--- src/rtl/uart_chan_mux_pkg.sv ---
// Package for uart_chan_mux.
// Holds the arbiter state type and helper functions that derive the
// payload width, the channel count and the channel id of a UART byte
// from the channel-id width CH_BITS (1..3).
package uart_chan_mux_pkg;

    // Widest supported channel id; chan_of returns this many bits.
    localparam int MAX_CH_BITS = 3;

    // TX arbiter states.
    typedef enum logic {
        IDLE = 1'b0,
        SENT = 1'b1
    } fsm_t;

    // Payload bits left in a byte once the channel id is taken from the top.
    function automatic int pw_of(input int ch_bits);
        return 8 - ch_bits;
    endfunction

    // Number of logical channels.
    function automatic int num_ch_of(input int ch_bits);
        return 1 << ch_bits;
    endfunction

    // Channel id carried in the top ch_bits bits of a byte.
    function automatic logic [MAX_CH_BITS-1:0] chan_of(input logic [7:0] b, input int ch_bits);
        return MAX_CH_BITS'(b >> (8 - ch_bits));
    endfunction

endpackage

--- src/rtl/uart_chan_mux_if.sv ---
// UART-side bus of uart_chan_mux.
// The mux (slave) receives bytes from uart_rx and hands bytes to uart_tx.
// The UART side (master) drives the RX byte/strobe and the TX ready level.
//   i_rx_dat   : byte from uart_rx
//   i_rx_pulse : one-cycle strobe, i_rx_dat valid
//   o_tx_dat   : byte to uart_tx, {channel, payload}
//   o_tx_start : one-cycle start strobe to uart_tx
//   i_tx_ready : uart_tx idle
//
// Handshake: a byte is accepted from uart_rx in every cycle i_rx_pulse is
// high (no back-pressure). A TX byte is issued only while i_tx_ready is high;
// o_tx_start is high for exactly one cycle with o_tx_dat stable, and uart_tx
// drops i_tx_ready the cycle after it samples the start.
interface uart_chan_mux_if;
    logic [7:0] i_rx_dat;
    logic       i_rx_pulse;
    logic [7:0] o_tx_dat;
    logic       o_tx_start;
    logic       i_tx_ready;

    modport master (
        output i_rx_dat, i_rx_pulse, i_tx_ready,
        input  o_tx_dat, o_tx_start
    );

    modport slave (
        input  i_rx_dat, i_rx_pulse, i_tx_ready,
        output o_tx_dat, o_tx_start
    );
endinterface

--- src/rtl/uart_chan_mux_chan_fifo.sv ---
// chan_fifo: show-ahead FIFO of 2**DEPTH_LOG2 entries of W bits.
//   i_clk, i_reset : clock, asynchronous active-high reset (empties FIFO)
//   i_dat, i_push  : write data / write request (ignored when full)
//   i_pop          : drop the head entry (ignored when empty)
//   o_dat          : head entry, valid while !o_empty
//   o_empty/o_full : occupancy flags, registered
// Full is judged on the count before this cycle's pop, so a push into a
// full FIFO is dropped even if a pop happens in the same cycle.
module chan_fifo #(
    parameter int W          = 7,
    parameter int DEPTH_LOG2 = 2
) (
    input  logic         i_clk,
    input  logic         i_reset,
    input  logic [W-1:0] i_dat,
    input  logic         i_push,
    input  logic         i_pop,
    output logic [W-1:0] o_dat,
    output logic         o_empty,
    output logic         o_full
);
    localparam int DEPTH = 1 << DEPTH_LOG2;

    logic [W-1:0]          mem [DEPTH];
    logic [DEPTH_LOG2-1:0] wr_ptr;
    logic [DEPTH_LOG2-1:0] rd_ptr;
    logic [DEPTH_LOG2:0]   count;
    logic                  do_push;
    logic                  do_pop;

    assign o_empty = (count == '0);
    assign o_full  = (count == (DEPTH_LOG2+1)'(DEPTH));
    assign do_push = i_push && !o_full;
    assign do_pop  = i_pop && !o_empty;
    assign o_dat   = mem[rd_ptr];

    // Pointers wrap naturally at DEPTH because they are DEPTH_LOG2 bits wide.
    always_ff @(posedge i_clk or posedge i_reset) begin
        if (i_reset) begin
            wr_ptr <= '0;
            rd_ptr <= '0;
            count  <= '0;
        end else begin
            if (do_push) wr_ptr <= wr_ptr + 1'b1;
            if (do_pop)  rd_ptr <= rd_ptr + 1'b1;
            case ({do_push, do_pop})
                2'b10:   count <= count + 1'b1;
                2'b01:   count <= count - 1'b1;
                default: count <= count;
            endcase
        end
    end

    // Storage needs no reset: entries are only visible once counted.
    always_ff @(posedge i_clk) begin
        if (do_push) mem[wr_ptr] <= i_dat;
    end
endmodule

--- src/rtl/uart_chan_mux.sv ---
// uart_chan_mux: multiplexes one UART byte stream into NUM_CH = 2**CH_BITS
// logical channels. The top CH_BITS bits of each byte are the channel id,
// the low PW = 8-CH_BITS bits the payload.
//   i_clk, i_reset  : clock, asynchronous active-high reset
//   uart            : UART-side bus (RX byte in, TX byte out)
//   o_ch_rx_dat     : RX FIFO heads, channel c at [c*PW +: PW]
//   o_ch_rx_valid   : RX FIFO c non-empty
//   i_ch_rx_pop     : pop RX FIFO c
//   i_ch_tx_dat     : TX payloads, channel c at [c*PW +: PW]
//   i_ch_tx_push    : push TX FIFO c
//   o_ch_tx_full    : TX FIFO c full
//   o_rx_overflow   : sticky, an RX byte for channel c was dropped
//   i_clr_overflow  : clear overflow bit c (a same-cycle new overflow wins)
//   i_int_en        : per-channel interrupt mask
//   o_int           : masked RX-valid or overflow interrupt
//   o_dbg_state     : TX arbiter state
module uart_chan_mux
    import uart_chan_mux_pkg::*;
#(
    parameter  int CH_BITS    = 1,
    parameter  int DEPTH_LOG2 = 2,
    localparam int PW         = pw_of(CH_BITS),
    localparam int NUM_CH     = num_ch_of(CH_BITS)
) (
    input  logic                 i_clk,
    input  logic                 i_reset,
    uart_chan_mux_if.slave       uart,
    output logic [NUM_CH*PW-1:0] o_ch_rx_dat,
    output logic [NUM_CH-1:0]    o_ch_rx_valid,
    input  logic [NUM_CH-1:0]    i_ch_rx_pop,
    input  logic [NUM_CH*PW-1:0] i_ch_tx_dat,
    input  logic [NUM_CH-1:0]    i_ch_tx_push,
    output logic [NUM_CH-1:0]    o_ch_tx_full,
    output logic [NUM_CH-1:0]    o_rx_overflow,
    input  logic [NUM_CH-1:0]    i_clr_overflow,
    input  logic [NUM_CH-1:0]    i_int_en,
    output logic                 o_int,
    output fsm_t                 o_dbg_state
);
    logic [MAX_CH_BITS-1:0] rx_ch;
    logic [NUM_CH-1:0]      rx_sel;
    logic [NUM_CH-1:0]      rx_push;
    logic [NUM_CH-1:0]      rx_full;
    logic [NUM_CH-1:0]      ovf_set;
    logic [NUM_CH-1:0]      ovf_q;

    logic [NUM_CH*PW-1:0]   tx_head;
    logic [NUM_CH-1:0]      tx_empty;
    logic [NUM_CH-1:0]      tx_pop;

    fsm_t                   state_q;
    fsm_t                   state_d;
    logic [CH_BITS-1:0]     last_q;
    logic [CH_BITS-1:0]     grant;
    logic [CH_BITS-1:0]     idx;
    logic                   grant_found;
    logic                   grant_go;
    logic [7:0]             tx_dat_q;
    logic                   tx_start_q;

    assign rx_ch = chan_of(uart.i_rx_dat, CH_BITS);

    for (genvar c = 0; c < NUM_CH; c++) begin : g_ch
        logic rx_empty;

        assign rx_sel[c]  = uart.i_rx_pulse && (rx_ch == MAX_CH_BITS'(c));
        assign rx_push[c] = rx_sel[c] && !rx_full[c];
        // Full is sampled before any same-cycle pop, so the byte is dropped.
        assign ovf_set[c] = rx_sel[c] && rx_full[c];

        chan_fifo #(.W(PW), .DEPTH_LOG2(DEPTH_LOG2)) u_rx_fifo (
            .i_clk   (i_clk),
            .i_reset (i_reset),
            .i_dat   (uart.i_rx_dat[PW-1:0]),
            .i_push  (rx_push[c]),
            .i_pop   (i_ch_rx_pop[c]),
            .o_dat   (o_ch_rx_dat[c*PW +: PW]),
            .o_empty (rx_empty),
            .o_full  (rx_full[c])
        );
        assign o_ch_rx_valid[c] = !rx_empty;

        chan_fifo #(.W(PW), .DEPTH_LOG2(DEPTH_LOG2)) u_tx_fifo (
            .i_clk   (i_clk),
            .i_reset (i_reset),
            .i_dat   (i_ch_tx_dat[c*PW +: PW]),
            .i_push  (i_ch_tx_push[c]),
            .i_pop   (tx_pop[c]),
            .o_dat   (tx_head[c*PW +: PW]),
            .o_empty (tx_empty[c]),
            .o_full  (o_ch_tx_full[c])
        );
    end

    // Round-robin search: walk the channels starting one past the last grant.
    // The CH_BITS-wide idx wraps modulo NUM_CH, so the last step revisits last_q.
    always_comb begin
        grant_found = 1'b0;
        grant       = '0;
        idx         = '0;
        for (int i = 1; i <= NUM_CH; i++) begin
            idx = last_q + CH_BITS'(i);
            if (!grant_found && !tx_empty[idx]) begin
                grant_found = 1'b1;
                grant       = idx;
            end
        end
    end

    // Arbiter next-state. SENT is a single cycle that covers the start strobe,
    // giving uart_tx time to drop i_tx_ready before IDLE looks at it again.
    always_comb begin
        state_d  = state_q;
        grant_go = 1'b0;
        tx_pop   = '0;
        case (state_q)
            IDLE: begin
                if (uart.i_tx_ready && grant_found) begin
                    grant_go      = 1'b1;
                    tx_pop[grant] = 1'b1;
                    state_d       = SENT;
                end
            end
            SENT:    state_d = IDLE;
            default: state_d = IDLE;
        endcase
    end

    always_ff @(posedge i_clk or posedge i_reset) begin
        if (i_reset) begin
            state_q    <= IDLE;
            last_q     <= '1;  // channel 0 is searched first after reset
            tx_dat_q   <= '0;
            tx_start_q <= 1'b0;
            ovf_q      <= '0;
        end else begin
            state_q    <= state_d;
            tx_start_q <= grant_go;
            if (grant_go) begin
                last_q   <= grant;
                tx_dat_q <= {grant, tx_head[grant*PW +: PW]};
            end
            // A new overflow wins over a same-cycle clear.
            ovf_q <= (ovf_q & ~i_clr_overflow) | ovf_set;
        end
    end

    assign uart.o_tx_dat   = tx_dat_q;
    assign uart.o_tx_start = tx_start_q;
    assign o_rx_overflow   = ovf_q;
    assign o_int           = |(o_ch_rx_valid & i_int_en) | |(ovf_q & i_int_en);
    assign o_dbg_state     = state_q;
endmodule

--- src/flat_wrapper.sv ---
// flat-port wrapper written by rule: the top's interface ports become plain ports
module uart_chan_mux_flat import uart_chan_mux_pkg::*;
#(
    parameter  int CH_BITS    = 1,
    parameter  int DEPTH_LOG2 = 2,
    localparam int PW         = pw_of(CH_BITS),
    localparam int NUM_CH     = num_ch_of(CH_BITS)
)
  (i_clk, i_reset, o_ch_rx_dat, o_ch_rx_valid, i_ch_rx_pop, i_ch_tx_dat, i_ch_tx_push, o_ch_tx_full, o_rx_overflow, i_clr_overflow, i_int_en, o_int, o_dbg_state, uart_i_rx_dat, uart_i_rx_pulse, uart_i_tx_ready, uart_o_tx_dat, uart_o_tx_start);
  uart_chan_mux_if uart_i ();
  input  logic i_clk;
  input  logic i_reset;
  output logic [NUM_CH*PW-1:0] o_ch_rx_dat;
  output logic [NUM_CH-1:0] o_ch_rx_valid;
  input  logic [NUM_CH-1:0] i_ch_rx_pop;
  input  logic [NUM_CH*PW-1:0] i_ch_tx_dat;
  input  logic [NUM_CH-1:0] i_ch_tx_push;
  output logic [NUM_CH-1:0] o_ch_tx_full;
  output logic [NUM_CH-1:0] o_rx_overflow;
  input  logic [NUM_CH-1:0] i_clr_overflow;
  input  logic [NUM_CH-1:0] i_int_en;
  output logic o_int;
  output fsm_t o_dbg_state;
  input wire logic [$bits(uart_i.i_rx_dat)-1:0] uart_i_rx_dat;
  input wire logic [$bits(uart_i.i_rx_pulse)-1:0] uart_i_rx_pulse;
  input wire logic [$bits(uart_i.i_tx_ready)-1:0] uart_i_tx_ready;
  output wire logic [$bits(uart_i.o_tx_dat)-1:0] uart_o_tx_dat;
  output wire logic [$bits(uart_i.o_tx_start)-1:0] uart_o_tx_start;
  assign uart_i.i_rx_dat = uart_i_rx_dat;
  assign uart_i.i_rx_pulse = uart_i_rx_pulse;
  assign uart_i.i_tx_ready = uart_i_tx_ready;
  assign uart_o_tx_dat = uart_i.o_tx_dat;
  assign uart_o_tx_start = uart_i.o_tx_start;
  uart_chan_mux #(.CH_BITS(CH_BITS), .DEPTH_LOG2(DEPTH_LOG2)) u_core (.i_clk(i_clk), .i_reset(i_reset), .uart(uart_i), .o_ch_rx_dat(o_ch_rx_dat), .o_ch_rx_valid(o_ch_rx_valid), .i_ch_rx_pop(i_ch_rx_pop), .i_ch_tx_dat(i_ch_tx_dat), .i_ch_tx_push(i_ch_tx_push), .o_ch_tx_full(o_ch_tx_full), .o_rx_overflow(o_rx_overflow), .i_clr_overflow(i_clr_overflow), .i_int_en(i_int_en), .o_int(o_int), .o_dbg_state(o_dbg_state));
endmodule
--- config.mk ---
export PLATFORM = sky130hd
export DESIGN_NAME = uart_chan_mux_flat
export DESIGN_NICKNAME = d
export VERILOG_FILES = /design/src/rtl/uart_chan_mux_pkg.sv /design/src/rtl/uart_chan_mux_if.sv /design/src/rtl/uart_chan_mux_chan_fifo.sv /design/src/rtl/uart_chan_mux.sv /design/src/flat_wrapper.sv
export SDC_FILE = /design/constraint.sdc
export NUM_CORES = 1
export LEC_CHECK = 0
export CORE_UTILIZATION = 45
export CTS_CLUSTER_DIAMETER = 50
export DETAILED_ROUTE_END_ITERATION = 6
export GPL_TIMING_DRIVEN = 0
export HOLD_SLACK_MARGIN = 0.05
export PLACE_DENSITY = 0.66
export RECOVER_POWER = 25
export SLEW_MARGIN = 30
export SYNTH_ARGS = -nofsm -noshare
export SYNTH_HDL_FRONTEND = slang
export SYNTH_SLANG_ARGS = --single-unit
--- constraint.sdc ---
create_clock -name i_clk -period 4.8 [get_ports i_clk]
set_clock_uncertainty 0.2 [all_clocks]
set_input_delay 1.2 -clock i_clk [delete_from_list [all_inputs] [get_ports i_clk]]
set_output_delay 1.2 -clock i_clk [all_outputs]
set_load 0.02 [all_outputs]
-- Word-level counts from Yosys, hierarchy flattened
Memories as Yosys holds them, arrays and structs flattened.
Cells that the tools add are included.
- bits in registers: 41
- memory bits (writable): 112
- logic and storage cells: 127
- memories: 4
- memories (name ; words ; width ; rd ports ; clocked after memory_dff ; write ports ; line ; text):
    u_core.g_ch[0].u_rx_fifo.mem ; 4 ; 7 ; 1 ; 0 ; 1 ; uart_chan_mux_chan_fifo.sv:24 ; logic [W-1:0] mem [DEPTH];
    u_core.g_ch[0].u_tx_fifo.mem ; 4 ; 7 ; 1 ; 0 ; 1 ; uart_chan_mux_chan_fifo.sv:24 ;
    u_core.g_ch[1].u_rx_fifo.mem ; 4 ; 7 ; 1 ; 0 ; 1 ; uart_chan_mux_chan_fifo.sv:24 ;
    u_core.g_ch[1].u_tx_fifo.mem ; 4 ; 7 ; 1 ; 0 ; 1 ; uart_chan_mux_chan_fifo.sv:24 ;
- add/sub/neg operators: 17
- multiply operators: 1
- $lt $le $gt $ge: 4
- eq/ne operators: 12
- shift operators: 1
- multiplexer cells: 27
- bitwise logic cells: 7
- reduce and logical (&&, ||, !) cells: 37
- operators by type and width (operator ; number):
    $pmux 3 s2 ; 4
    $mux 1 ; 19
    $logic_and 1x1->1 ; 17
    $add 2x1->2 const B ; 8
    $logic_not 3->1 ; 5
    $shiftx 14x5->7 ; 1
    $add 3x1->3 const B ; 4
    $eq 3x3->1 const B ; 4
    $sub 3x1->3 const B ; 4
    $logic_not 1->1 ; 9
    $eq 2x1->1 const B ; 4
    $eq 2x2->1 const B ; 4
    $reduce_bool 2->1 ; 4
    $and 2x2->2 ; 3
    $lt 1x2->1 const B ; 3
    $mul 1x3->4 const B ; 1
    $mux 2 ; 2
    $reduce_or 2->1 ; 2
    $not 2->2 ; 1
    $or 2x2->2 ; 1
    $pmux 1 s2 ; 1
    $add 1x1->1 const B ; 1
    $demux 1 s1 ; 1
    $ge 1x1->1 const B ; 1
    2 further kinds ; 2

-- Depth between registers and ports, before layout
- depth after elaboration: 15
- depth in mapped cells: 10
- gate-level depth less buffers: 9

-- Hierarchy
Synthesis repeated with hierarchy kept, for this count alone.
- cell total of the unflattened synthesis: 353
- area total of the unflattened synthesis: 6413.7 sq um
- modules (own cells, without submodules) (module ; times used ; cells an instance ; area an instance (sq um)):
    chan_fifo ; 4 ; 75 ; 1453.9
    uart_chan_mux ; 1 ; 53 ; 598.1

-- Worst setup path after synthesis
No wires, ideal clock.
- path kind: input port to flip-flop
- start point: in uart_i_tx_ready
- end point: reg u_core.g_ch[1].u_tx_fifo.count[2]
- setup time: 0.079 ns
- arrival time: 2.915 ns
- data required time: 4.521 ns
- setup slack: 1.606 ns
- stages: 10
- cells stage by stage: nor2b_1 -> clkbuf_1 -> nand3_1 -> inv_1 -> ha_1 -> inv_1 -> fa_1 -> xor2_1 -> nor2_1 -> xor2_1
- cells in the longest elaborated chain, start to end: 6
- elaborated cells between the ends (all ways): 8
- those cells by class: 2 x eq/ne; 3 x mux; 3 x reduce/logical
- ends and longest elaborated chain (element ; line ; text):
    from (decl) ; flat_wrapper.sv:26 ; input wire logic [$bits(uart_i.i_tx_ready)-1:0] uart_i_tx_ready;
    $logic_and 1x1->1 * ; uart_chan_mux.sv:118 ; if (uart.i_tx_ready && grant_found) begin
    $mux 2 * ; uart_chan_mux.sv:118 ;
    $mux 2 * ; uart_chan_mux.sv:116 ; case (state_q)
    $logic_and 1x1->1 * ; uart_chan_mux_chan_fifo.sv:34 ; assign do_pop = i_pop && !o_empty;
    named net u_core.g_ch[1].u_tx_fifo.do_pop ; uart_chan_mux_chan_fifo.sv:29 ; logic do_pop;
    $eq 2x1->1 or $eq 2x2->1 (tied branches) ; uart_chan_mux_chan_fifo.sv:46 ; case ({do_push, do_pop})
    $pmux 3 s2 or $reduce_bool 2->1 (tied branches) ; -- ;
    to (signal assigned) ; uart_chan_mux_chan_fifo.sv:47 ; 2'b10: count <= count + 1'b1;
    to (signal assigned) ; uart_chan_mux_chan_fifo.sv:48 ; 2'b01: count <= count - 1'b1;
    to (signal assigned) ; uart_chan_mux_chan_fifo.sv:49 ; default: count <= count;
    to (decl) ; uart_chan_mux_chan_fifo.sv:27 ; logic [DEPTH_LOG2:0] count;
The timed path passes the listed nets; every way through them passes the cells marked *.
A chain may end at the register's enable or synchronous reset.

-- Worst setup path after layout
- start point: in i_int_en[0]
- end point: out o_int
- cells in the longest elaborated chain, start to end: 3
- elaborated cells between the ends (all ways): 5
- those cells by class: 3 x bitwise; 2 x reduce/logical
- ends and longest elaborated chain (element ; line ; text):
    from (decl) ; flat_wrapper.sv:21 ; input logic [NUM_CH-1:0] i_int_en;
    $and 2x2->2 ; uart_chan_mux.sv:151 ; assign o_int = |(o_ch_rx_valid & i_int_en) | |(ovf_q & i_int_en);
    $reduce_or 2->1 ; uart_chan_mux.sv:151 ;
    $or 1x1->1 * ; uart_chan_mux.sv:151 ;
    to (decl) ; flat_wrapper.sv:22 ; output logic o_int;
Mark *: on every way between the ends. The rest lies on a longest branch, timed or not.

==> impl_metrics.json <==
{
  "drive_above_1_share_pct": 16.11,
  "synth-simple-area-share_pct": 4.954,
  "synth_top_family_by_area": "multiplexers",
  "die_x_um": 120.2,
  "finalCritPeriodShare_pct": 78.70,
  "fillers": 1067,
  "routed_wl_um": 10880,
  "period_needed_ns": 3.778,
  "hold_path.class": "flip-flop to flip-flop",
  "clkTransAtPathRegs_ns": 0.05,
  "rsz0062_at_grt": "no",
  "synth_compound_area_share_pct": 2.626,
  "r2r-end": "u_core.g_ch[1].u_tx_fifo.count[2]$_DFFE_PP0P_",
  "ir_drop_mv": 0.3936,
  "synth_top_area_share_pct": 53.48,
  "drc_errors": 0,
  "ant_nets": 0,
  "synthMuxAreaShare_pct": 11.22,
  "fmax_mhz": 264.7,
  "place_inst": 592,
  "avgSynthCellArea_um2": 17.92,
  "p_leak_nw": 2.883,
  "synthTopCellsByArea": "edfxtp_1, dfrtp_1, mux4_2",
  "cts_resized": 0,
  "final_area_um2": 7746,
  "critPathKind": "input pin to output port",
  "synth_top_area_cell": "edfxtp_1",
  "overflow": 0,
  "port_buffers": 64,
  "hold_violations": 0,
  "crit_path_end_kind": "output port",
  "dieArea_um2": 14450,
  "hold_depth": 1,
  "r2r_start": "u_core.o_dbg_state$_DFF_PP0_",
  "max-slew-margin-rel_pct": 48.82,
  "slowest_delay_ns": 0.59,
  "grt_pass1_wl_um": 17620,
  "syn-num-nets": 409,
  "dp_hpwl_um": 7645,
  "synthAdderAreaFrac_pct": 5.253,
  "crit_path_max_fanout": 1,
  "tns_ns": 0,
  "place_congestion": 0.7129,
  "synth_area_um2": 6289,
  "ys_seq_elements": 152,
  "htreeDepth": 4,
  "clkSinkCount": 152,
  "start_kind": "input pin",
  "cp_data_required_time_ns": 3.40,
  "tritoncts": "done",
  "coreArea_um2": 13450,
  "cap_violations": 0,
  "track_usage_pct": 17.02,
  "start_util_pct": 46.74,
  "insertedDiodeCount": 0,
  "critPathLaunch": "i_int_en[0]",
  "grt_max_degree": 27,
  "hold_buffers": 0,
  "clk_path_buf_depth": 2,
  "crit_top_cell": "clkdlybuf4s50_1",
  "status": "finished clean",
  "place_area_um2": 7169,
  "cp_data_arrival_time_ns": 2.38,
  "nNetsFinal": 493,
  "reg2regPathDepth": 10,
  "final_cells": 623,
  "ys_seq_area_share_pct": 69.42,
  "final-setup-viol-count": 0,
  "placement_rows": 42,
  "drv_slew": 0,
  "first_iter_violations": 210,
  "synth_xor_xnor_area_share_pct": 3.343,
  "cts_buffers": 17,
  "power.density_nw_per_um2": 619.7,
  "grt_pass1_vias": 3384,
  "first_pass_iters": 4,
  "mostFrequentLayoutCell": "edfxtp_1",
  "clk_latency_ns": 0.42,
  "viasPerCell": 5.090,
  "boundaryPins": 65,
  "hold_end": "u_core.g_ch[0].u_rx_fifo.count[2]$_DFFE_PP0P_",
  "antenna_found_initial": 0,
  "syn2layout_area_growth_pct": 23.18,
  "postSynthCellCount": 351,
  "synth_cell_types": 37,
  "min_from": "u_core.g_ch[0].u_rx_fifo.count[2]$_DFFE_PP0P_",
  "final_cell_mix": "edfxtp_1, clkdlybuf4s50_1, dfrtp_1, inv_1, mux4_2",
  "wire_per_inst_um": 17.46,
  "yosys_warnings": 0,
  "postCtsSetupBuffers": 0,
  "tightestPinTransition_ns": 0.7668,
  "ff2ff_setup_slack_ns": 2.13,
  "final_core_util_pct": 57.58,
  "num_vias": 3171,
  "die_y_um": 120.2,
  "worstPathCellList": "clkdlybuf4s50_1 -> o21ai_0 -> nand2_1 -> clkdlybuf4s50_1",
  "cp_slowest_cell": "clkdlybuf4s50_1",
  "root_buffer": "clkbuf_16"
}
[logic make-up (layout without fill, tap and decap cells)]
family	count (synthesis)	in the layout
AOI/OAI and AO/OA	20	20
xor gates and xnor gates	24	24
adders and majority gates	24	24
buffers and inverters	45	141
DFF	152	152
muxes	35	35
and+or+nand+nor	51	51
[worst max path at each step]
stage	to	slack (ns)	depth (start not counted)
4_1_cts	o_int	1.01	4
2_1_floorplan	u_core.g_ch[1].u_tx_fifo.count[2]$_DFFE_PP0P_	1.61	10
3_3_place_gp	u_core.g_ch[1].u_tx_fifo.count[2]$_DFFE_PP0P_	0.81	11
3_5_place_dp	u_core.g_ch[1].u_tx_fifo.count[2]$_DFFE_PP0P_	0.79	11
6_report	o_int	1.02	4
5_1_grt	o_int	0.96	4
[cell usage after synthesis]
library cell and instances:
a21oi_1 2, a221o_1 7, and2_1 18, and4_1 7
buf_1 3, buf_2 4, buf_4 3, buf_6 2
clkbuf_1 2, dfrtp_1 39, dfstp_2 1, edfxtp_1 112
fa_1 4, ha_1 20, inv_1 31, mux2_2 4
mux2i_1 3, mux4_2 28, nand2_1 5, nand2b_1 1
nand3_1 3, nand4_1 1, nor2_1 6, nor2b_1 3
nor3_1 1, nor3b_1 2, o2111ai_1 1, o211a_1 1
o21ai_0 3, o21ai_1 2, o21ai_4 1, o22ai_1 2
o31ai_2 1, or3_1 3, or3_4 1, xnor2_1 13
xor2_1 11
[final cells by class]
| class | instances | area (um^2) | area share, % |
|---|---|---|---|
| well taps | 176 | 220.2 | 2.843 |
| clock buffers | 20 | 446.7 | 5.766 |
| repair buffers | 65 | 660.6 | 8.529 |
| plain buffers | 14 | 83.83 | 1.082 |
| flip-flops and latches | 152 | 4365 | 56.36 |
| multi-input cells | 154 | 1723 | 22.24 |
| clock inverters | 11 | 130.1 | 1.680 |
| inverters | 31 | 116.4 | 1.502 |
[where the power goes]
| group | switching, mW | total, mW | internal (mW) |
|---|---|---|---|
| clock network | 0.479 | 1.30 | 0.819 |
| registers | 0.161 | 1.91 | 1.75 |
| logic | 0.804 | 1.59 | 0.787 |
[routing by layer]
metal / global-route usage [%] / wire length [um] / vias to the layer above
met5: 0 / 0 / -
li1: - / - / 1484
met4: 6.327 / 131 / 0
met2: 27.66 / 5450 / 88
met1: 21.16 / 4801 / 1589
met3: 5.802 / 496 / 10
[sequential cells by signal, summed over array words and instances (netlist names)]
| name | count |
|---|---|
| u_core.g_ch.u_rx_fifo.count | 6 |
| u_core.o_dbg_state | 1 |
| u_core.last_q | 1 |
| u_core.g_ch.u_tx_fifo.wr_ptr | 4 |
| u_core.g_ch.u_tx_fifo.count | 6 |
| u_core.o_rx_overflow | 2 |
| u_core.g_ch.u_tx_fifo.mem | 56 |
| u_core.g_ch.u_rx_fifo.mem | 56 |
| u_core.g_ch.u_rx_fifo.rd_ptr | 4 |
| u_core.g_ch.u_tx_fifo.rd_ptr | 4 |
| u_core.g_ch.u_rx_fifo.wr_ptr | 4 |
| u_core.uart.o_tx_dat | 8 |
[stage by stage]
| stage | hold WS [ns] | power (mW) | worst slack [ns] |
|---|---|---|---|
| 2_1_floorplan | 0.2693 | 3.007 | 1.606 |
| 3_3_place_gp | 0.2878 | 3.507 | 0.8141 |
| 3_5_place_dp | 0.2955 | 3.562 | 0.7920 |
| 4_1_cts | 0.3053 | 4.870 | 1.013 |
| 5_1_grt | 0.3203 | 5.087 | 0.9611 |
| 6_report | 0.3082 | 4.800 | 1.022 |
[critical path: cells and delay by family]
family / cells / cell delay, ns
AO/OA/AOI/OAI: 1 / 0.07
buffers and inverters: 2 / 1.04
AND/OR/NAND/NOR: 1 / 0.07
No activity file was read; power rests on OpenSTA's default activity.
